### config.mk
export PLATFORM = sky130hd
export DESIGN_NAME = pc_gen
export DESIGN_NICKNAME = d
export VERILOG_FILES = /design/src/rtl/pc_pkg.sv /design/src/rtl/return_addr_stack.sv /design/src/rtl/pc_gen.sv
export SDC_FILE = /design/constraint.sdc
export NUM_CORES = 1
export LEC_CHECK = 0
export ABC_CLOCK_PERIOD_IN_PS = 3500
export BUFFER_PORTS_ARGS = -buffer_cell sky130_fd_sc_hd__buf_2
export CORE_MARGIN = 2
export CORE_UTILIZATION = 40
export CTS_CLUSTER_SIZE = 28
export DETAILED_ROUTE_END_ITERATION = 7
export PLACE_DENSITY = 0.69
export SETUP_SLACK_MARGIN = 0.3
export SYNTH_ARGS = -nofsm -noshare
export SYNTH_HDL_FRONTEND = slang
export SYNTH_SLANG_ARGS = --single-unit
### constraint.sdc
create_clock -name clk -period 3.5 [get_ports clk]
set_clock_uncertainty 0.05 [all_clocks]
set_input_delay 1.05 -clock clk [delete_from_list [all_inputs] [get_ports clk]]
set_output_delay 1.05 -clock clk [all_outputs]
set_load 0.05 [all_outputs]
### src/rtl/pc_pkg.sv
// Shared types and constants for the fetch-stage program-counter generator.
// Latency: n/a (declarations only).
// Backpressure: n/a.
package pc_pkg;

    // Kind of control transfer reported by the execute stage
    typedef enum logic [1:0] {
        BR   = 2'd0,
        JAL  = 2'd1,
        JALR = 2'd2,
        RET  = 2'd3
    } redir_type_e;

    // Size of one RV32 instruction in bytes; sequential fetch stride
    localparam int INSTR_BYTES = 4;

endpackage : pc_pkg

### src/rtl/return_addr_stack.sv
// Circular return-address stack with a top pointer and a saturating occupancy count.
// Latency: push/pop take effect on the clock edge they are sampled; top/count are registered.
// Backpressure: none; a push when full overwrites the oldest entry, a pop when empty is ignored.
module return_addr_stack #(
    parameter int XLEN      = 32,
    parameter int RAS_DEPTH = 4,
    localparam int PTR_W    = (RAS_DEPTH > 1) ? $clog2(RAS_DEPTH) : 1,
    localparam int CNT_W    = $clog2(RAS_DEPTH + 1)
) (
    input  logic             clk,
    input  logic             reset,
    input  logic             push,
    input  logic             pop,
    input  logic [XLEN-1:0]  push_data,
    output logic [XLEN-1:0]  top,
    output logic [CNT_W-1:0] count
);

    logic [XLEN-1:0]  mem_q [RAS_DEPTH];
    logic [XLEN-1:0]  mem_d [RAS_DEPTH];
    logic [PTR_W-1:0] ptr_q, ptr_d;
    logic [CNT_W-1:0] cnt_q, cnt_d;
    logic [PTR_W-1:0] ptr_inc;
    logic [PTR_W-1:0] ptr_dec;
    logic             empty;
    logic             full;

    // Pointer wrap arithmetic that also works for non-power-of-two depths
    always_comb begin
        ptr_inc = (ptr_q == PTR_W'(RAS_DEPTH - 1)) ? '0 : ptr_q + PTR_W'(1);
        ptr_dec = (ptr_q == '0) ? PTR_W'(RAS_DEPTH - 1) : ptr_q - PTR_W'(1);
        empty   = (cnt_q == '0);
        full    = (cnt_q == CNT_W'(RAS_DEPTH));
    end

    // Next-state for pointer, count and storage; push+pop on a live stack rewrites the top in place
    always_comb begin
        ptr_d = ptr_q;
        cnt_d = cnt_q;
        mem_d = mem_q;
        if (push && pop && !empty) begin
            mem_d[ptr_q] = push_data;
        end else if (push) begin
            // Advancing the pointer past the oldest entry when full overwrites it
            ptr_d        = ptr_inc;
            mem_d[ptr_inc] = push_data;
            if (!full) begin
                cnt_d = cnt_q + CNT_W'(1);
            end
        end else if (pop && !empty) begin
            ptr_d = ptr_dec;
            cnt_d = cnt_q - CNT_W'(1);
        end
    end

    // Pointer and count registers; stack contents are meaningless while empty
    always_ff @(posedge clk or negedge reset) begin
        if (!reset) begin
            ptr_q <= '0;
            cnt_q <= '0;
        end else begin
            ptr_q <= ptr_d;
            cnt_q <= cnt_d;
        end
    end

    // Entry storage needs no reset since count gates every read
    always_ff @(posedge clk) begin
        mem_q <= mem_d;
    end

    assign top   = mem_q[ptr_q];
    assign count = cnt_q;

endmodule : return_addr_stack

### src/rtl/pc_gen.sv
// Fetch program-counter generator: sequential advance, execute-stage redirects, RAS-predicted returns.
// Latency: 1 cycle from sampled redirect/fetch_ready to new pc; all outputs registered.
// Backpressure: fetch_ready=0 holds pc; a redirect overrides the stall.
module pc_gen
    import pc_pkg::*;
#(
    parameter int              XLEN      = 32,
    parameter logic [XLEN-1:0] RESET_VEC = '0,
    parameter int              RAS_DEPTH = 4,
    localparam int             CNT_W     = $clog2(RAS_DEPTH + 1)
) (
    input  logic             clk,
    input  logic             reset,
    input  logic             fetch_ready,
    input  logic             redir_valid,
    input  redir_type_e      redir_type,
    input  logic [XLEN-1:0]  redir_pc,
    input  logic [XLEN-1:0]  redir_imm,
    input  logic [XLEN-1:0]  redir_base,
    input  logic             redir_link,
    output logic [XLEN-1:0]  pc,
    output logic             pc_valid,
    output logic             misalign_err,
    output logic [CNT_W-1:0] ras_count
);

    logic [XLEN-1:0]  pc_q, pc_d;
    logic             pc_valid_q, pc_valid_d;
    logic             misalign_q, misalign_d;

    logic [XLEN-1:0]  ras_top;
    logic [CNT_W-1:0] ras_cnt;
    logic             ras_hit;
    logic             redir_take;
    logic             ras_push;
    logic             ras_pop;
    logic [XLEN-1:0]  link_addr;
    logic [XLEN-1:0]  jalr_tgt;
    logic [XLEN-1:0]  target;

    // Redirect target selection; RET falls back to the JALR formula when nothing is predicted
    always_comb begin
        ras_hit   = (ras_cnt != '0);
        jalr_tgt  = (redir_base + redir_imm) & ~XLEN'(1);
        link_addr = redir_pc + XLEN'(INSTR_BYTES);
        case (redir_type)
            BR, JAL: target = redir_pc + redir_imm;
            JALR:    target = jalr_tgt;
            RET:     target = ras_hit ? ras_top : jalr_tgt;
            default: target = jalr_tgt;
        endcase
    end

    // Stack operations happen only on an accepted redirect; link is meaningless for branches
    always_comb begin
        redir_take = pc_valid_q && redir_valid;
        ras_push   = redir_take && redir_link && (redir_type != BR);
        ras_pop    = redir_take && (redir_type == RET) && ras_hit;
    end

    // PC priority: redirect, then sequential advance, else hold; nothing moves until pc_valid is up
    always_comb begin
        pc_d       = pc_q;
        pc_valid_d = 1'b1;
        misalign_d = 1'b0;
        if (pc_valid_q) begin
            if (redir_valid) begin
                pc_d       = target & ~XLEN'(3);
                misalign_d = target[1];
            end else if (fetch_ready) begin
                pc_d = pc_q + XLEN'(INSTR_BYTES);
            end
        end
    end

    // Output registers with asynchronous return to the reset vector
    always_ff @(posedge clk or negedge reset) begin
        if (!reset) begin
            pc_q       <= RESET_VEC;
            pc_valid_q <= 1'b0;
            misalign_q <= 1'b0;
        end else begin
            pc_q       <= pc_d;
            pc_valid_q <= pc_valid_d;
            misalign_q <= misalign_d;
        end
    end

    return_addr_stack #(
        .XLEN      (XLEN),
        .RAS_DEPTH (RAS_DEPTH)
    ) u_ras (
        .clk       (clk),
        .reset     (reset),
        .push      (ras_push),
        .pop       (ras_pop),
        .push_data (link_addr),
        .top       (ras_top),
        .count     (ras_cnt)
    );

    assign pc           = pc_q;
    assign pc_valid     = pc_valid_q;
    assign misalign_err = misalign_q;
    assign ras_count    = ras_cnt;

endmodule : pc_gen

==> impl_metrics.toml <==
[timing]
finalSetupViolations = 0
slew_headroom = 0.5078
fin_crit_sh = 0.9416
rsz0062_at_grt = "yes"
hold_viol = 0
hold_ws_ns = 0.5131
maxSlewViolCount = 0
clock.fmax_ghz = 0.3034
period_minus_slack_ns = 3.296
tightest_slew_ns = 0.7197

[yosys]
ys_ff_latch = 161
synthesis.area_um2 = 11520
ys_warn_count = 0
synthArstFlopShare = 0.2298
yosysSeqAreaShare = 0.4036
synth-edff-count = 124
yosysMostFrequentCell = "nor2_1"
yosys.cell_types.count = 75
synthCells = 1176
synth.top_cells.by_area = "edfxtp_1, dfrtp_1, ha_1"
synth_top_flop_cell = "edfxtp_1"
synth_common_cells = "nor2_1, edfxtp_1, a21oi_1"
yosysTopAreaCell = "edfxtp_1"
synth.top_cell.area_share = 0.3232
post_synth.cell_area_avg_um2 = 9.797

[critical_path]
r2r_cells = 7
worstReg2RegStart = "pc_valid"
cpMaxStageDelayCell = "a211oi_4"
worst-path-stages = 13
crit_path_end_kind = "flop"
reg2reg_slack_ns = 0.75
worst_ep_arrival_time_ns = 3.56
r2r-end = "u_ras.mem_q[19]"
start_kind = "input port"
critPathKind = "input port to flop"
critPathBufInv = 2
cpLargestDelayFamily = "compound AO/OA/AOI/OAI gates"
crit_fanout = 4
crit_path_cell_trace = "buf_6 -> and2_4 -> fa_2 -> a21o_1 -> a221oi_4 -> o21ai_2 -> o211ai_2 -> o21ai_2 -> a211oi_4 -> buf_4 -> xor2_1 -> nor2_1 -> o31a_1"
slowest_delay_ns = 0.35
path_common_cell = "o21ai_2"
required_ns = 3.76

[clocking]
clk_latency_ns = 0.43
path_clk_slew_ns = 0.08
cts_tree = "done"
clockBufferDepth = 2
cts_made_buffers = 17
htreeDepth = 4
cts.sinks = 161
clockRootBuffer = "clkbuf_16"

[job]
max_cap_violations = 0

[status]
status = "completed"

[route]
vias = 10430
ant_nets = 0
wl_per_cell_um = 19.71
routed_wl_um = 35710
vias_per_cell = 5.755
dr.first_iter.drc_count = 810
met3_length_um = 2783
drc_errors = 0
first_pass_iters = 5
wl_met2_um = 16860
wl_met1_um = 14940
top_layer_used = "met5"

[die]
die_w_um = 173.7
die_h_um = 173.7
start_util = 0.4036
placement_rows = 62
die_area_um2 = 30180
coreArea_um2 = 28550
ioPinCount = 140

[global_routing]
first_global_vias = 10010
grt-ovfl-total = 0
grt_pass1_wl_um = 54370
grt_max_degree = 40
antenna_found_initial = 1
grt_usage = 0.2328

[place]
place.gp.congestion = 0.9439
port_buffers = 137
dp_cells = 1764
placed_area_um2 = 13560
dpl.hpwl_um = 26940

[final_layout]
diodes = 0
stdcell_count = 1812
nNetsFinal = 1588
drive_above_1_share = 0.2892
num-fill-cells = 2604
finalInstanceArea_um2 = 14660
final_util = 0.5134
areaGrowthSynthToFinish_pct = 27.22

[power_and_ir_drop]
power_leakage_uw = 0.005808
p_total_uw = 8184
vdd_drop_max_v = 0.0003690
p_per_area_nw_per_um2 = 558.4

[min_path]
hold_path_class = "input port to async pin"
[layer usage]
layer / vias to the layer above / global-route usage
met1: 5038 / 0.3068
met5: - / 0
li1: 4907 / -
met3: 72 / 0.04934
met4: 2 / 0.09174
met2: 409 / 0.3760
[where the power goes]
part	leakage [uW]	internal, uW	switching, uW	total [uW]
logic	0.00390	1360	2120	3470
registers	0.00158	2340	211	2560
clock network	0.000329	1300	855	2150
[logic make-up (layout without fill, tap and decap cells)]
group	Yosys count	after routing	synth area share
DFF	161	161	0.4036
buffers and inverters	80	331	0.02726
adders and majority gates	70	70	0.07798
xor gates and xnor gates	80	80	0.06082
AOI/OAI and AO/OA	310	310	0.1825
and+or+nand+nor	425	425	0.1716
other	2	3	0.0006519
muxes	48	48	0.07569
[how the worst max path moves through the flow]
stage	to	start
after floorplan	pc[30]	redir_imm[0]
after global placement	pc[30]	redir_imm[0]
after detailed placement	pc[30]	redir_imm[0]
after CTS	pc[30]	redir_imm[1]
after global routing	pc[22]	redir_imm[0]
final	pc[22]	redir_imm[0]
[placed cells by master (no fill, tap or decap), types with 17 or more instances in the layout]
master and n:
inv_1 23, edfxtp_1 124, nor2_1 181, dfrtp_1 36, clkbuf_16 17, nand3_1 51, o211ai_1 22, ha_1 56
nor3_1 20, buf_2 130, mux4_2 31, nand2_1 64, and3_1 23, nand4_1 22, o21a_1 17, xnor2_1 35
buf_4 133, a21o_1 24, xor2_1 42, o21ai_0 46, a21oi_1 80
[state kept, by name (all words and copies together) (netlist names)]
signal,count
u_ras.mem_q,124
pc,30
u_ras.count,3
u_ras.ptr_q,2
misalign_err,1
pc_valid,1
[layout make-up]
type	count	area [um^2]	share of cell area
Inverter	25	93.84	0.006403
Tap cell	384	480.5	0.03278
Timing Repair Buffer	274	1794	0.1224
Clock inverter	14	244.0	0.01665
Sequential cell	161	4651	0.3173
Multi-Input combinational cell	936	6964	0.4752
Clock buffer	18	429.2	0.02928
[timing repair]
| action | CTS | global route |
|---|---|---|
| resized for setup | 3 | 58 |
| setup endpoints to repair | 7 | 17 |
| pin swaps | 6 | 33 |
| hold endpoints to repair | 0 | 0 |
| setup buffers | 3 | 13 |
| hold buffers | 0 | 0 |
[through the flow]
stage               setup slack [ns]  TNS (ns)
global route                  0.1496         0
detailed placement           -0.3504    -1.996
CTS                           0.2343         0
finish                        0.2042         0
floorplan                    0.02810         0
global placement             -0.3039    -1.539
(Power assumes the default switching activity.)
